File: src/rtl/sound_pkg.sv
// Shared types and the note half-period table for the tone player.
package sound_pkg;

  typedef enum logic [1:0] {IDLE, PLAY, GAP} tone_state_t;

  localparam int NUM_TONES = 10;

  // Half-periods in 50 MHz clocks for C4, D4, E4, F4, G4, A4, B4, C5, D5, E5
  localparam logic [16:0] HP_TABLE [NUM_TONES] = '{
    17'd95556, 17'd85131, 17'd75843, 17'd71586, 17'd63776,
    17'd56818, 17'd50619, 17'd47778, 17'd42566, 17'd37922
  };

  // Scaled half-period; never returns 0 so the divider always has a legal reload
  function automatic logic [16:0] half_period_of(input logic [3:0] idx, input int shift);
    logic [16:0] v;
    v = (idx < 4'(NUM_TONES)) ? (HP_TABLE[idx] >> shift) : 17'd1;
    if (v == 17'd0) v = 17'd1;
    return v;
  endfunction

endpackage

File: src/rtl/tone_divider.sv
// Reloadable half-period down-counter driving a toggle flop; the square bit
// is cleared whenever the divider is neither loading nor running.
module tone_divider
  import sound_pkg::*;
(
  input  logic        clk,
  input  logic        reset,
  input  logic        load,
  input  logic        run,
  input  logic [16:0] half_period,
  output logic        sq
);

  logic [16:0] count;

  always_ff @(posedge clk or posedge reset) begin
    if (reset) begin
      count <= 17'd0;
      sq    <= 1'b0;
    end else if (load) begin
      count <= half_period - 17'd1;
      sq    <= 1'b1;
    end else if (run) begin
      if (count == 17'd0) begin
        count <= half_period - 17'd1;
        sq    <= ~sq;
      end else begin
        count <= count - 17'd1;
      end
    end else begin
      sq <= 1'b0;
    end
  end

endmodule

File: src/rtl/sound_tone_player.sv
// Plays a tone index as a square wave for a fixed note time, then a silent
// gap, pulsing tone_done when the note and gap complete uninterrupted.
module sound_tone_player
  import sound_pkg::*;
#(
  parameter int NOTE_CYCLES = 12_500_000,
  parameter int GAP_CYCLES  = 1_250_000,
  parameter int HP_SHIFT    = 0
) (
  input  logic       clk,
  input  logic       reset,
  input  logic       enable,
  input  logic [3:0] tone,
  input  logic       tone_valid,
  input  logic       mute,
  output logic       audio_out,
  output logic       busy,
  output logic       tone_done,
  output logic [3:0] cur_tone
);

  localparam logic [23:0] NOTE_LOAD = 24'(NOTE_CYCLES - 1);
  localparam logic [23:0] GAP_LOAD  = 24'(GAP_CYCLES - 1);

  tone_state_t state;
  logic [23:0] dur;
  logic        accept;
  logic        play_run;
  logic        sq;
  logic [16:0] half_period;

  assign accept      = enable && tone_valid && (tone <= 4'd9);
  // Stop the divider on the last PLAY cycle so the square bit is cleared entering GAP
  assign play_run    = enable && (state == PLAY) && (dur != 24'd0);
  assign half_period = half_period_of(accept ? tone : cur_tone, HP_SHIFT);

  tone_divider u_divider (
    .clk         (clk),
    .reset       (reset),
    .load        (accept),
    .run         (play_run),
    .half_period (half_period),
    .sq          (sq)
  );

  always_ff @(posedge clk or posedge reset) begin
    if (reset) begin
      state     <= IDLE;
      dur       <= 24'd0;
      cur_tone  <= 4'd0;
      tone_done <= 1'b0;
    end else begin
      tone_done <= 1'b0;
      if (!enable) begin
        state <= IDLE;
        dur   <= 24'd0;
      end else if (accept) begin
        // A strobe in the final GAP cycle still completes the previous note
        tone_done <= (state == GAP) && (dur == 24'd0);
        state     <= PLAY;
        cur_tone  <= tone;
        dur       <= NOTE_LOAD;
      end else begin
        case (state)
          PLAY: begin
            if (dur == 24'd0) begin
              state <= GAP;
              dur   <= GAP_LOAD;
            end else begin
              dur <= dur - 24'd1;
            end
          end
          GAP: begin
            if (dur == 24'd0) begin
              state     <= IDLE;
              tone_done <= 1'b1;
            end else begin
              dur <= dur - 24'd1;
            end
          end
          default: state <= IDLE;
        endcase
      end
    end
  end

  assign busy      = (state != IDLE);
  assign audio_out = sq & ~mute & (state == PLAY);

endmodule

File: config.mk
export PLATFORM = sky130hd
export DESIGN_NAME = sound_tone_player
export DESIGN_NICKNAME = d
export VERILOG_FILES = /design/src/rtl/sound_pkg.sv /design/src/rtl/tone_divider.sv /design/src/rtl/sound_tone_player.sv
export SDC_FILE = /design/constraint.sdc
export NUM_CORES = 1
export LEC_CHECK = 0
export CAP_MARGIN = 20
export CORE_MARGIN = 10
export CORE_UTILIZATION = 49
export CTS_BUF_LIST = sky130_fd_sc_hd__clkbuf_4
export DETAILED_ROUTE_END_ITERATION = 6
export MAX_ROUTING_LAYER = met4
export PLACE_DENSITY = 0.67
export SLEW_MARGIN = 20
export SYNTH_ARGS = -nofsm -noshare
export SYNTH_HDL_FRONTEND = slang
export SYNTH_HIERARCHICAL = 1
export SYNTH_SLANG_ARGS = --single-unit
File: constraint.sdc
create_clock -name clk -period 3.3 [get_ports clk]
set_clock_uncertainty 0.1 [all_clocks]
set_input_delay 0.495 -clock clk [delete_from_list [all_inputs] [get_ports clk]]
set_output_delay 0.495 -clock clk [all_outputs]
set_load 0.1 [all_outputs]
# [After elaboration in Yosys (flattened, before gate mapping)]
# Memory sizes are Yosys's and may differ from the RTL's.
# Index checks and enable logic that the tools add are counted.
[classes] muxes=25 addsub=3 n_eq_ne=7 div_mod_pow=0 multipliers=0 n_lt_le_gt_ge=3 bitwise_logic=5 n_reduce_logical=13 shifts=0
[op_table] op="17-bit 2-to-1 mux" count=7
[op_table] op="24-bit 2-to-1 mux" count=4
[op_table] op="24-bit case mux with 2 select lines" count=1
[op_table] op="17-bit logical NOT" count=2
[op_table] op="17-bit by 1-bit subtractor with 17-bit output, second input constant" count=2
[op_table] op="24-bit logical NOT" count=1
[op_table] op="24-bit nonzero test" count=1
[op_table] op="24-bit by 1-bit subtractor with 24-bit output, second input constant" count=1
[op_table] op="2-bit 2-to-1 mux" count=4
[op_table] op="4-bit by 3-bit != test with 1-bit output, second input constant" count=2
[op_table] op="1-bit 2-to-1 mux" count=7
[op_table] op="5-bit >= comparator, second input constant" count=1
[op_table] op="1-bit logical AND" count=5
[op_table] op="4-bit inverter with 5-bit output" count=1
[op_table] op="4-bit less-or-equal comparator, second input constant" count=1
[op_table] op="4-bit less-than comparator, second input constant" count=1
[op_table] op="4-bit 2-to-1 mux" count=1
[op_table] op="4-bit by 1-bit != test with 1-bit output, second input constant" count=1
[op_table] op="4-bit != test, second input constant" count=1
[op_table] op="2-bit case mux with 2 select lines" count=1
[op_table] op="2-bit AND reduction" count=2
[op_table] op="2-bit nonzero test" count=2
[op_table] op="3-bit by 2-bit != test with 1-bit output, second input constant" count=1
[op_table] op="1-bit bitwise AND" count=2
[op_table] op="3 further kinds" count=4
[totals] romBits=272 in_bits=9 reg_bits=49 latch_bits=0 ramBits=0 n_memories=1 out_inout_bits=7
[mem_list] name="(no name shown)" words=16 width=17 read_ports=1 rd_ports_with_merged_regs=0 wr=0 line="sound_pkg.sv:17" source="v = (idx < 4'(NUM_TONES)) ? (HP_TABLE[idx] >> shift) : 17'd1;"

# [Depth between registers and ports, before layout]
[depth] depth_word=14 depth_mapped=15 mapped_depth_nobuf=15

# [Modules after synthesis]
# The synthesis kept the hierarchy.
[by_module_without_submodules] mod="sound_tone_player" area_each_um2=2306.0 instances=1 cells_each=271
[by_module_without_submodules] mod="tone_divider" area_each_um2=1485.2 instances=1 cells_each=182

# [Worst setup path after synthesis]
# No wires, ideal clock.
[synth_path] kind="input-to-reg" from="input tone[1]" to="register u_divider.count[13]" path_buffers=0 setup_slack_ns=-0.231 stages=15 setup_ns=0.094 t_required_ns=3.106 t_arrival_ns=3.337 path_cell_list="o21ai_0 -> nand3_1 -> clkinv_1 -> mux2i_1 -> inv_1 -> ha_1 -> inv_1 -> nor2_1 -> a21oi_1 -> nor2_1 -> nor3_1 -> nand2_1 -> nor4b_1 -> xnor2_1 -> a211oi_1"
[synth_via] elab_chain_len=14 elab_cells_between_ends=16 cone_classes="add/sub: 1; order compare: 2; mux: 8; bitwise: 1; reduce/logical: 3; memory: 1"
[synth_lines] item="from (decl)" line="sound_tone_player.sv:13" source="input logic [3:0] tone,"
[synth_lines] item="4-bit less-or-equal comparator *" line="sound_tone_player.sv:32" source="assign accept = enable && tone_valid && (tone <= 4'd9);"
[synth_lines] item="1-bit logical AND *" line="sound_tone_player.sv:32"
[synth_lines] item="via accept" line="sound_tone_player.sv:27" source="logic accept;"
[synth_lines] item="4-bit 2-to-1 mux *"
[synth_lines] item="4-bit inverter with 5-bit output (not written as such)" line="sound_pkg.sv:17"
[synth_lines] item="memory 16 x 17 bit"
[synth_lines] item="17-bit 2-to-1 mux (not written as such) (2 in a row)" line="sound_pkg.sv:17"
[synth_lines] item="17-bit 2-to-1 mux *" line="sound_pkg.sv:17"
[synth_lines] item="17-bit logical NOT" line="sound_pkg.sv:18" source="if (v == 17'd0) v = 17'd1;"
[synth_lines] item="17-bit 2-to-1 mux *" line="sound_pkg.sv:18"
[synth_lines] item="via half_period[3]" line="sound_tone_player.sv:30" source="logic [16:0] half_period;"
[synth_lines] item="17-bit by 1-bit subtractor with 17-bit output *" line="tone_divider.sv:21, tone_divider.sv:25"
[synth_lines] item="17-bit 2-to-1 mux" line="tone_divider.sv:24" source="if (count == 17'd0) begin"
[synth_lines] item="17-bit 2-to-1 mux" line="tone_divider.sv:23" source="end else if (run) begin"
[synth_lines] item="17-bit 2-to-1 mux *" line="tone_divider.sv:20" source="end else if (load) begin"
[synth_lines] item="to (signal assigned)" line="tone_divider.sv:21" source="count <= half_period - 17'd1;"
[synth_lines] item="to (signal assigned)" line="tone_divider.sv:25" source="count <= half_period - 17'd1;"
[synth_lines] item="to (signal assigned)" line="tone_divider.sv:28" source="count <= count - 17'd1;"
[synth_lines] item="to (decl)" line="tone_divider.sv:14" source="logic [16:0] count;"
# Mark *: on every way through the listed nets, which the timed path passes. The rest lies on a longest branch. The select of a mux whose other input is x is not followed.
# A chain may end at the register's enable or synchronous reset.

# [Worst setup path in the final report]
[layout_path] from="input tone[3]" to="register u_divider.count[9]"
[layout_via] elab_chain_len=14 elab_cells_between_ends=16 cone_classes="add/sub: 1; order compare: 2; mux: 8; bitwise: 1; reduce/logical: 3; memory: 1"
[layout_lines] item="4-bit less-or-equal comparator" line="sound_tone_player.sv:32"
[layout_lines] item="1-bit logical AND" line="sound_tone_player.sv:32"
[layout_lines] item="4-bit 2-to-1 mux *"
[layout_lines] item="4-bit inverter with 5-bit output (not written as such)" line="sound_pkg.sv:17"
[layout_lines] item="memory 16 x 17 bit"
[layout_lines] item="17-bit 2-to-1 mux (not written as such) (2 in a row)" line="sound_pkg.sv:17"
[layout_lines] item="17-bit 2-to-1 mux *" line="sound_pkg.sv:17"
[layout_lines] item="17-bit logical NOT" line="sound_pkg.sv:18"
[layout_lines] item="17-bit 2-to-1 mux *" line="sound_pkg.sv:18"
[layout_lines] item="via half_period[6]" line="sound_tone_player.sv:30"
[layout_lines] item="17-bit by 1-bit subtractor with 17-bit output *" line="tone_divider.sv:21, tone_divider.sv:25"
[layout_lines] item="17-bit 2-to-1 mux" line="tone_divider.sv:24"
[layout_lines] item="17-bit 2-to-1 mux" line="tone_divider.sv:23"
[layout_lines] item="17-bit 2-to-1 mux *" line="tone_divider.sv:20"
# Marks and branches as above.

==> impl_results.md <==
* CTS tree: done
* Detailed router's first-iteration violation count at 279
* Leak at 1.99 nW
* Clock power share at 12.4%
* Ys Warns at 6
* Tmin final at 3280 ps
* Via/cell ratio at 6.11
* Fin util at 61.7%
* Max incr delay on CP at 440 ps
* Die width at 108 microns
* CORE AREA at 7610 sq um
* M1 wire length at 5160 microns
* Crit end category: flop
* Clock latency on the worst-skew pair at 390 ps
* Die Height at 108 microns
* Sw Ratio at 43.7%
* Max Slew Vio Count at 0
* Post-Synth Simple-Gate Area at 29.6%
* Worst path top cell family by delay: simple AND/OR/NAND/NOR gates
* Clock slew at reported path FFs at 160 ps
* CTS Root Cell: clkbuf_4
* Top post-synthesis cells by area: dfrtp_1, ha_1, nor3_1
* Ys flop type: dfrtp_1
* Ports at 16
* Routed WL per cell at 17.3 microns
* Max Freq at 305 MHz
* I/O Buffers at 15
* Post-synth EDFFs at 0
* Main combinational cell family by area after synthesis: simple AND/OR/NAND/NOR gates
* Share of layout cells above drive strength 1 at 24.8%
* DRC at 0
* Setup TNS Final at 0 ps
* Pint at 1.37 mW
* P_sw at 1.06 mW
* Vias in the first global route at 3,601
* Final hold vios at 0
* Tcrit/Tclk final at 99.3%
* Routed Antenna Nets at 0
* Initial Util at 49.8%
* Largest net degree at the start of global routing at 32
* Least-Margin Pin Slew at 962 ps
* Crit-path max FO at 6
* CP bufs+invs at 3
* Metal2 WL at 5020 microns
* Area leader, netlist: dfrtp_1
* Dpl ws at -482 ps
* Status: finished clean
* RSZ-0062 raised after global routing: true
* Post-synthesis compound-gate area fraction at 21.3%
* CTS Sinks at 49
* GR Overflow Total at 0
* Max_slew headroom at 35.7%
* FILL cells at 663
* CP Class: in2reg
* DIE AREA at 11,700 sq um
* Final HPWL from detailed placement at 7920 microns
* CTS buffer count at 5
* HP Class: in2async
* Seq/Total Area, Yosys at 32.3%
* Initial antenna violation count at 0
* Post-Synth Adder-Cell Area at 4.95%
* Xor and xnor area share after synthesis at 3.70%
* Syn Nets at 477
* Setup WS post-layout at 23.3 ps
* Mean Syn Cell Area at 8.37 sq um
* Mux contribution to synthesized area at 3.00%
* Max-cap viol count at 0
* Share of the synthesized area in the top cell type at 32.3%
* Area of the mapped netlist at 3790 sq um
* Most frequent cell after synthesis: dfrtp_1
* Area Growth Syn to Fin at 23.8%
* Top cells by count, synth: dfrtp_1, nand2_1, nor3_1
* Uppermost layer routed: met4
* Total GRT Usage at 19.1%
* Critical path cell sequence: clkdlybuf4s50_1 > buf_4 > and3b_2 > a2bb2oi_4 > inv_1 > o211ai_1 > o21ai_0 > nor4_2 > nand2_1 > or3_1 > xor2_1 > o221ai_1
* Critical Path AT at 3450 ps
* Post-synth ARST share at 100%
* Slowest cell on crit path: clkdlybuf4s50_1
* DR pass1 iterations at 5
* Post-synthesis register bit count at 49
* Power Density at 517 nW/um^2
* First-pass GRT wire length at 18,000 microns
* Final-stage net count at 548
* Yosys cell types at 66
* Htree depth at 2
* Mapped Cells at 453
* Comb power frac at 51.5%
* Part of the power in registers at 36.2%
* DR WL met3 at 606 microns
* Rows at 32
* Antenna diodes at 0
* Clock Tree Buf Depth at 2
* Worst VDD drop at 0.305 mV
* Routability cong. at 0.939
* Worst setup SP type: input port
* Worst EP required at 3470 ps
* Via Count at 3,832
* Final setup vio count at 0
* Final WL at 10,900 microns
==> cells in the final DEF (no fill, tap or decap), types with 3 or more instances in the layout <==
| cell type | netlist | final |
|---|---|---|
| ha_1 | 15 | 13 |
| a211oi_1 | 8 | 8 |
| nand2_1 | 38 | 38 |
| or4_1 | 9 | 9 |
| mux2_2 | 3 | 3 |
| inv_1 | 26 | 26 |
| xnor2_1 | 13 | 12 |
| a21oi_1 | 24 | 24 |
| nor2_1 | 31 | 31 |
| clkbuf_4 | 0 | 5 |
| o221ai_1 | 7 | 7 |
| nor4_1 | 11 | 8 |
| o21ai_0 | 31 | 29 |
| nor3_1 | 32 | 31 |
| or3_1 | 9 | 9 |
| a211o_1 | 3 | 3 |
| mux2i_1 | 8 | 6 |
| dfrtp_1 | 49 | 48 |
| or2_2 | 8 | 8 |
| clkdlybuf4s50_1 | 0 | 9 |
| a31oi_1 | 6 | 6 |
| o31ai_1 | 7 | 7 |
| nand4_1 | 4 | 4 |
| o22ai_1 | 7 | 6 |
| nor4_4 | 3 | 5 |
| o41ai_1 | 3 | 3 |
| nand3_1 | 17 | 15 |
| nor3b_1 | 4 | 3 |
| xor2_1 | 3 | 3 |
| buf_4 | 2 | 75 |
==> power by group through the flow <==
stage	logic, mW	registers (mW)	clock network, mW
3_3_place_gp	1.16	0.876	0
2_1_floorplan	0.719	0.904	0
6_report	1.25	0.878	0.300
3_5_place_dp	1.17	0.884	0
4_1_cts	1.19	0.871	0.309
5_1_grt	1.36	0.902	0.327
==> path summary, 6_finish.rpt <==
kind,from,cells past startpoint,to,slack [ps]
worst min register to register,dur[23]$_DFFE_PP0P_,1,dur[23]$_DFFE_PP0P_,450
min in group clk,dur[23]$_DFFE_PP0P_,1,dur[23]$_DFFE_PP0P_,450
max in group asynchronous,reset,2,u_divider/count[1]$_DFFE_PP0P_,2220
worst min-delay path,reset,3,state[1]$_DFFE_PP0P_,390
worst max register to register,u_divider/count[6]$_DFFE_PP0P_,5,u_divider/count[12]$_DFFE_PP0P_,460
worst max-delay path,tone[3],12,u_divider/count[9]$_DFFE_PP0P_,20
==> state kept, by name, summed over array words and instances (netlist names) <==
register,count
tone_done,1
dur,24
u_divider/sq,1
u_divider/count,17
state,2
cur_tone,4
==> per-stage QoR <==
stage / hold slack (ps) / total power [mW] / cell area (sq um) / std cells
after global placement: 403 / 2.03 / 4500 / 618
after detailed placement: 414 / 2.06 / 4500 / 618
after global routing: 439 / 2.59 / 4690 / 627
after CTS: 406 / 2.37 / 4570 / 626
final: 392 / 2.43 / 4690 / 627
after floorplan: 334 / 1.62 / 3810 / 453
==> what timing repair did <==
action / in CTS / in global routing
resized for setup: 3 / 20
hold buffers: 0 / 0
setup endpoints to repair: 3 / 12
pin swaps: 1 / 11
gates cloned: 0 / 0
buffers inserted: 0 / 1
==> metal layers <==
| metal | vias up | global-route usage (%) |
|---|---|---|
| met5 | - | - |
| met2 | 123 | 28.2 |
| met1 | 1854 | 26.7 |
| met3 | 8 | 2.86 |
| met4 | 0 | 4.39 |
| li1 | 1847 | - |
==> worst reg2reg max path: cells and delay by family, from the launching register on <==
family	cells	cell delay [ps]
AOI/OAI and AO/OA	2	530
DFF	1	480
and+or+nand+nor	3	1640
==> cells by family (layout without fill, tap and decap cells) <==
| logic type | Yosys count | after routing |
|---|---|---|
| adders and majority gates | 15 | 15 |
| buffers and inverters | 48 | 120 |
| xor gates and xnor gates | 16 | 16 |
| muxes | 11 | 11 |
| DFF | 49 | 49 |
| and+or+nand+nor | 193 | 193 |
| AOI/OAI and AO/OA | 121 | 121 |
==> cell type report <==
class | instances | area, sq um | share of cell area [%]
multi-input combinational | 356 | 2520 | 53.7
sequential | 49 | 1230 | 26.2
timing repair buffer | 84 | 653 | 13.9
tap | 102 | 128 | 2.72
inverter | 28 | 108 | 2.29
clock buffer | 5 | 37.5 | 0.800
clock inverter | 3 | 17.5 | 0.373
(Power assumes the default switching activity.)
